File: config.mk
export PLATFORM = sky130hd
export DESIGN_NAME = boot_loader
export DESIGN_NICKNAME = d
export VERILOG_FILES = /design/src/rtl/boot_loader.sv
export SDC_FILE = /design/constraint.sdc
export NUM_CORES = 1
export LEC_CHECK = 0
export BUFFER_PORTS_ARGS = -buffer_cell sky130_fd_sc_hd__buf_2
export CAP_MARGIN = 20
export CORE_UTILIZATION = 62
export CTS_CLUSTER_DIAMETER = 60
export DETAILED_ROUTE_END_ITERATION = 8
export PLACE_DENSITY_LB_ADDON = 0.25
export SYNTH_ARGS = -nofsm -noshare
export SYNTH_HDL_FRONTEND = slang
export SYNTH_SLANG_ARGS = --single-unit
File: constraint.sdc
create_clock -name clk -period 3.53 [get_ports clk]
set_clock_uncertainty 0.2 [all_clocks]
set_input_delay 0.5295 -clock clk [delete_from_list [all_inputs] [get_ports clk]]
set_output_delay 0.5295 -clock clk [all_outputs]
set_load 0.03 [all_outputs]
File: src/rtl/boot_loader.sv
// Byte-serial framed image loader: writes .text/.data words into CPU memory
// and holds the CPU in reset until a DONE command arrives.
module boot_loader #(
    parameter int ADDR_WIDTH = 12,
    parameter int TEXT_BASE  = 0,
    parameter int DATA_BASE  = 2048
) (
    input  logic                  clk,
    input  logic                  reset,
    input  logic                  in_valid,
    input  logic [7:0]            in_data,
    output logic                  in_ready,
    output logic                  mem_we,
    output logic [ADDR_WIDTH-1:0] mem_addr,
    output logic [31:0]           mem_wdata,
    output logic                  cpu_reset,
    output logic                  done,
    output logic                  error,
    output logic [ADDR_WIDTH:0]   word_count
);

    typedef enum logic [2:0] {
        S_CMD,
        S_LEN_HI,
        S_LEN_LO,
        S_DATA,
        S_DONE,
        S_ERROR
    } state_t;

    localparam logic [7:0] CMD_TEXT = 8'h01;
    localparam logic [7:0] CMD_DATA = 8'h02;
    localparam logic [7:0] CMD_DONE = 8'hFF;

    // Wide enough to hold base + a full 16-bit length without wrapping.
    localparam int                SUM_W     = ((ADDR_WIDTH > 16) ? ADDR_WIDTH : 16) + 1;
    localparam logic [SUM_W-1:0]  MEM_WORDS = SUM_W'(1) << ADDR_WIDTH;

    state_t                r_state;
    state_t                w_next_state;
    logic [ADDR_WIDTH-1:0] r_base;
    logic [ADDR_WIDTH-1:0] r_ptr;
    logic [7:0]            r_len_hi;
    logic [15:0]           r_remaining;
    logic [1:0]            r_byte_idx;
    logic [23:0]           r_shift;

    logic                  w_accept;
    logic [15:0]           w_len;
    logic [SUM_W-1:0]      w_end;
    logic                  w_range_err;
    logic                  w_last_word;

    // in_ready is forced low while reset is held, even though the state is CMD.
    assign in_ready    = reset && (r_state != S_DONE) && (r_state != S_ERROR);
    assign cpu_reset   = (r_state != S_DONE);
    assign done        = (r_state == S_DONE);
    assign error       = (r_state == S_ERROR);

    assign w_accept    = in_valid && in_ready;
    assign w_len       = {r_len_hi, in_data};
    assign w_end       = SUM_W'(r_base) + SUM_W'(w_len);
    assign w_range_err = (w_end > MEM_WORDS);
    assign w_last_word = (r_remaining == 16'd1);

    always_ff @(posedge clk or negedge reset) begin
        if (!reset) begin
            r_state <= S_CMD;
        end else begin
            r_state <= w_next_state;
        end
    end

    // NOTE: every output of a combinational block gets a default first so no
    // path through the case statement can leave it unassigned and infer a latch.
    always_comb begin
        w_next_state = r_state;
        if (w_accept) begin
            case (r_state)
                S_CMD: begin
                    if (in_data == CMD_TEXT || in_data == CMD_DATA) begin
                        w_next_state = S_LEN_HI;
                    end else if (in_data == CMD_DONE) begin
                        w_next_state = S_DONE;
                    end else begin
                        w_next_state = S_ERROR;
                    end
                end
                S_LEN_HI: w_next_state = S_LEN_LO;
                S_LEN_LO: begin
                    if (w_len == 16'd0) begin
                        w_next_state = S_CMD;
                    end else if (w_range_err) begin
                        w_next_state = S_ERROR;
                    end else begin
                        w_next_state = S_DATA;
                    end
                end
                S_DATA: begin
                    if (r_byte_idx == 2'd3 && w_last_word) begin
                        w_next_state = S_CMD;
                    end
                end
                default: w_next_state = r_state;
            endcase
        end
    end

    // NOTE: sequential state uses non-blocking assignments so every register
    // samples pre-edge values regardless of statement order.
    always_ff @(posedge clk or negedge reset) begin
        if (!reset) begin
            r_base      <= '0;
            r_ptr       <= '0;
            r_len_hi    <= '0;
            r_remaining <= '0;
            r_byte_idx  <= '0;
            r_shift     <= '0;
            mem_we      <= 1'b0;
            mem_addr    <= '0;
            mem_wdata   <= '0;
            word_count  <= '0;
        end else begin
            mem_we <= 1'b0;
            if (w_accept) begin
                case (r_state)
                    S_CMD: begin
                        r_base <= (in_data == CMD_DATA) ? ADDR_WIDTH'(DATA_BASE)
                                                        : ADDR_WIDTH'(TEXT_BASE);
                    end
                    S_LEN_HI: r_len_hi <= in_data;
                    S_LEN_LO: begin
                        r_remaining <= w_len;
                        r_ptr       <= r_base;
                        r_byte_idx  <= 2'd0;
                    end
                    S_DATA: begin
                        r_shift    <= {r_shift[15:0], in_data};
                        r_byte_idx <= r_byte_idx + 2'd1;
                        if (r_byte_idx == 2'd3) begin
                            mem_we      <= 1'b1;
                            mem_addr    <= r_ptr;
                            mem_wdata   <= {r_shift, in_data};
                            r_ptr       <= r_ptr + ADDR_WIDTH'(1);
                            word_count  <= word_count + (ADDR_WIDTH + 1)'(1);
                            r_remaining <= r_remaining - 16'd1;
                        end
                    end
                    default: ;
                endcase
            end
        end
    end

endmodule

### After elaboration in Yosys (flattened, before gate mapping)

Index checks and enable logic that the tools add are counted.

* add/sub/neg operators: 5
* order comparisons: 1
* equality and inequality tests: 14
* multiplexer cells: 15
* reductions and logical operators: 16

Operator list (number)
* $pmux 16 s2: 1
* $mux 12: 2
* $pmux 12 s2: 1
* $add 12x16->17: 1
* $gt 17x13->1 const B: 1
* $eq 16x1->1 const B: 1
* $logic_not 16->1: 1
* $mux 16: 1
* $sub 16x1->16 const B: 1
* $add 13x1->13 const B: 1
* $add 12x1->12 const B: 1
* $mux 3: 4
* $pmux 3 s4: 1
* $reduce_and 3->1: 3
* $eq 8x1->1 const B: 1
* $eq 8x2->1 const B: 1
* $eq 8x8->1 const B: 1
* $reduce_and 2->1: 4
* $eq 3x2->1 const B: 2
* $eq 3x3->1 const B: 2
* $ne 3x3->1 const B: 2
* $logic_and 1x1->1: 4
* $mux 1: 4
* $ne 2x2->1 const B: 2
* other kinds (8): 8

* flip-flop bits (word level): 135
* input bits: 11
* word-level logic and storage cells: 62

### Logic depth before layout (Yosys ltp)

* depth after elaboration: 5
* gate-level depth with buffers: 8
* depth with buffers taken out: 7

### Least setup slack after synthesis

No wires, ideal clock.

* kind: register -> register
* start point: register r_remaining[0]
* end point: register r_remaining[14]
* library setup time: 0.090 ns
* arrival time: 1.951 ns
* path slack: 1.288 ns
* stages on the path, launching flop included: 8
* buffers on the path: 0
* clock period less this slack: 2.242 ns
* cells stage by stage: dfrtp_1 > inv_1 > ha_1 > nor3b_1 > nand2_1 > or4_4 > o31a_1 > o221ai_1

* word-level cells in the longest chain between the ends: 3

Ends and longest elaborated chain
* start, declared: line 44 `logic [15:0] r_remaining;`
* start signal, assigned: line 133 `r_remaining <= w_len;`
* start signal, assigned: line 146 `r_remaining <= r_remaining - 16'd1;`
* $sub 16x1->16: line 146
* $mux 16: line 140 `if (r_byte_idx == 2'd3) begin`
* $pmux 16 s2: line 126 `case (r_state)`

No other way between the ends. The select of a mux whose other input is x is not followed.
A chain may end at the register's enable or synchronous reset.

### Worst setup path after layout

Same ends and word-level chain as after synthesis.

==> results_dict.tcl <==
set metrics [dict create \
    ant_nets 0 \
    synth_edf_count 0 \
    hp-start "in_data[3]" \
    setup-violations-final 0 \
    place_hpwl_mm 8.01 \
    netlist_instances 558 \
    drc 0 \
    rsz0062_at_grt "no" \
    reg2reg_to "r_remaining[14]" \
    post-synth-top-count-cell "nand2_1" \
    grt_usage_pct 30.2 \
    clockRootBuffer "clkbuf_8" \
    r2r_start "r_remaining[0]" \
    crit_fanout 7 \
    hold_depth 3 \
    cts.sinks 124 \
    grt_start_max_net_pins 70 \
    wl_per_cell_um 17.5 \
    critical_path_arrival_ns 2.73 \
    required_ns 3.76 \
    maxSlewViolCount 0 \
    synth.avg_cell_area_um2 9.88 \
    ctsLongestPathBuffers 2 \
    multi_input_area_um2 2290 \
    ys_ff_latch 124 \
    fmax_ghz 0.400 \
    slew_headroom_pct 31.6 \
    io_pins 73 \
    io_buffers 72 \
    vias 4525 \
    leakage_nw 3.50 \
    status "finished, final reports clean" \
    antenna_found_initial 0 \
    finalWirelength_mm 13.2 \
    grt-ovfl-total 0 \
    cellPowerDensity_nw_per_um2 607 \
    worst_slew_pin_slew_ns 1.03 \
    cts_tree "built" \
    drive_gt1_share_pct 22.6 \
    yosys.area.top_type_share_pct 56.3 \
    drt-initial-drc-count 338 \
    grt_pass1_vias 4346 \
    yosysTopAreaCell "dfrtp_1" \
    netlist_area_um2 5520 \
    floorplan.initialDensity_pct 63.6 \
    worstHoldPathType "in2reg" \
    crit_path_start "r_remaining[0]" \
    r2r_cells 7 \
    period_minus_slack_ns 2.50 \
    final_cells 754 \
    grt_pass1_wl_mm 20.9 \
    num-nets-final 651 \
    n_fill_cell 599 \
    synth_top_cells_by_count "nand2_1 (169), dfrtp_1 (124), nor2_1 (32), mux2_2 (23), o21ai_0 (22)" \
    synth_cell_types 54 \
    ys.flop_type "dfrtp_1" \
    timing.final.crit_share_pct 70.8 \
    max_cap_violations 0 \
    viasPerCell 6.00 \
    die_h_um 96.3 \
    core_area_um2 8680 \
    dp.cells 721 \
    synth_nets 576 \
    startpoint_type "flip-flop" \
    post_cts_resized 0 \
    regArea_um2 3100 \
    area_delta_synth_final_pct 19.6 \
    holdPathEnd "mem_wdata[3]" \
    clk_latency_ns 0.52 \
    rows 34 \
    rrSetupSlack_ns 1.03 \
    chipWidth_um 96.3 \
    finalHoldViolations 0 \
    post_cts_buffers 0 \
    cp-end-kind "flip-flop" \
    yosys_warnings 0 \
    critPathKind "reg2reg" \
    yosysSeqAreaShare_pct 56.3 \
    firstDrtPassIters 5 \
    gp_congestion 0.814 \
    cts.reportedPaths.clkPinSlew_ns 0.06 \
    numCtsBuffers 17 \
    num_antenna_cells 0 \
    netlist_top_cells_area "dfrtp_1 (56%), nand2_1 (12%), mux2_2 (4.7%), nor2_1 (2.2%), o21ai_0 (2.0%)" \
    htreeDepth 4 \
    postSynth.asyncResetShare_pct 100 \
    die_area_um2 9280 \
    peakVddDrop_uv 386 \
    tns_ns 0 \
]
[through the flow]
stage	cell area [µm²]	setup WS, ns	hold WS, ns	power [W]	util (%)
after floorplan	5520	1.29	0.0339	0.00203	-
after global placement	5980	1.18	0.205	0.00217	68.9
after detailed placement	5980	1.08	0.209	0.00221	68.9
after CTS	6590	1.06	0.0945	0.00400	76.0
after global routing	6590	0.869	0.117	0.00414	76.0
final	6590	1.03	0.105	0.00400	76.0
[flip-flops by register name (all words and copies together) (netlist names)]
name,count
mem_addr,12
mem_wdata,32
mem_we,1
r_base,1
r_byte_idx,2
r_len_hi,8
r_ptr,12
r_remaining,16
r_shift,24
r_state,3
word_count,13
[worst max-delay path, cell delays in order (launching register included)]
cell,delay [ns]
dfrtp_1,0.42
inv_1,0.11
ha_1,0.20
nor3b_1,0.33
nand2_1,0.24
or4_4,0.48
o31a_1,0.26
o221ai_1,0.18
[power breakdown]
group	internal, W	switching, W	total, W
Combinational	0.000214	0.000291	0.000506
Clock	0.00109	0.000691	0.00178
Sequential	0.00155	0.000164	0.00171
Total	0.00286	0.00115	0.00400
[area by class of cell]
type	count	area share [%]
multi-input combinational	400	34.7
inverter	9	0.512
timing repair buffer	81	6.57
tap	108	2.05
clock buffer	18	6.34
sequential	124	47.1
clock inverter	14	2.77
[kinds of logic after synthesis]
group / Yosys count / share of synthesized area (%)
buf+inv: 34 / 2.40
fa+ha+maj: 7 / 1.59
compound gates: 81 / 9.21
mux: 32 / 6.53
xor+xnor: 17 / 2.70
flops: 124 / 56.3
simple gates: 263 / 21.3
[placed cells by master, fill, tap and decap left out, types with 5 or more instances in the layout]
cell type,Yosys,final
buf_4,0,9
nand4_1,7,7
mux2_1,9,9
inv_1,7,7
mux2_2,23,23
xor2_1,7,7
nor4_1,6,6
nor3_1,7,7
buf_2,4,71
inv_6,0,6
o21ai_0,22,22
dfrtp_1,124,124
nand3_1,12,12
nand2_1,169,168
o22ai_1,5,5
nor2_1,32,31
clkbuf_16,0,16
a21oi_1,18,18
and3_1,5,5
ha_1,7,7
xnor2_1,10,10
[repair_timing]
item                                    4_1_cts  5_1_grt
hold buffers                                  1        0
hold endpoints to repair                     12        0
endpoints found under the setup margin        0        0
[metal layers]
metal,share of wire (%),wire (µm),global-route usage (%)
met5,0,0,0
met4,1.8,235,12.7
met3,6.6,879,7.03
met2,50,6650,49.8
met1,41,5460,38.3
[how the worst max path moves through the flow]
| stage | slack, ns | endpoint | cells after the start |
|---|---|---|---|
| global placement | 1.18 | r_remaining[14] | 7 |
| floorplan | 1.29 | r_remaining[14] | 7 |
| finish | 1.03 | r_remaining[14] | 7 |
| global route | 0.87 | r_shift[12] | 4 |
| CTS | 1.06 | r_remaining[14] | 7 |
| detailed placement | 1.08 | r_remaining[14] | 7 |
Note: power is estimated with default switching activity, not from simulation.
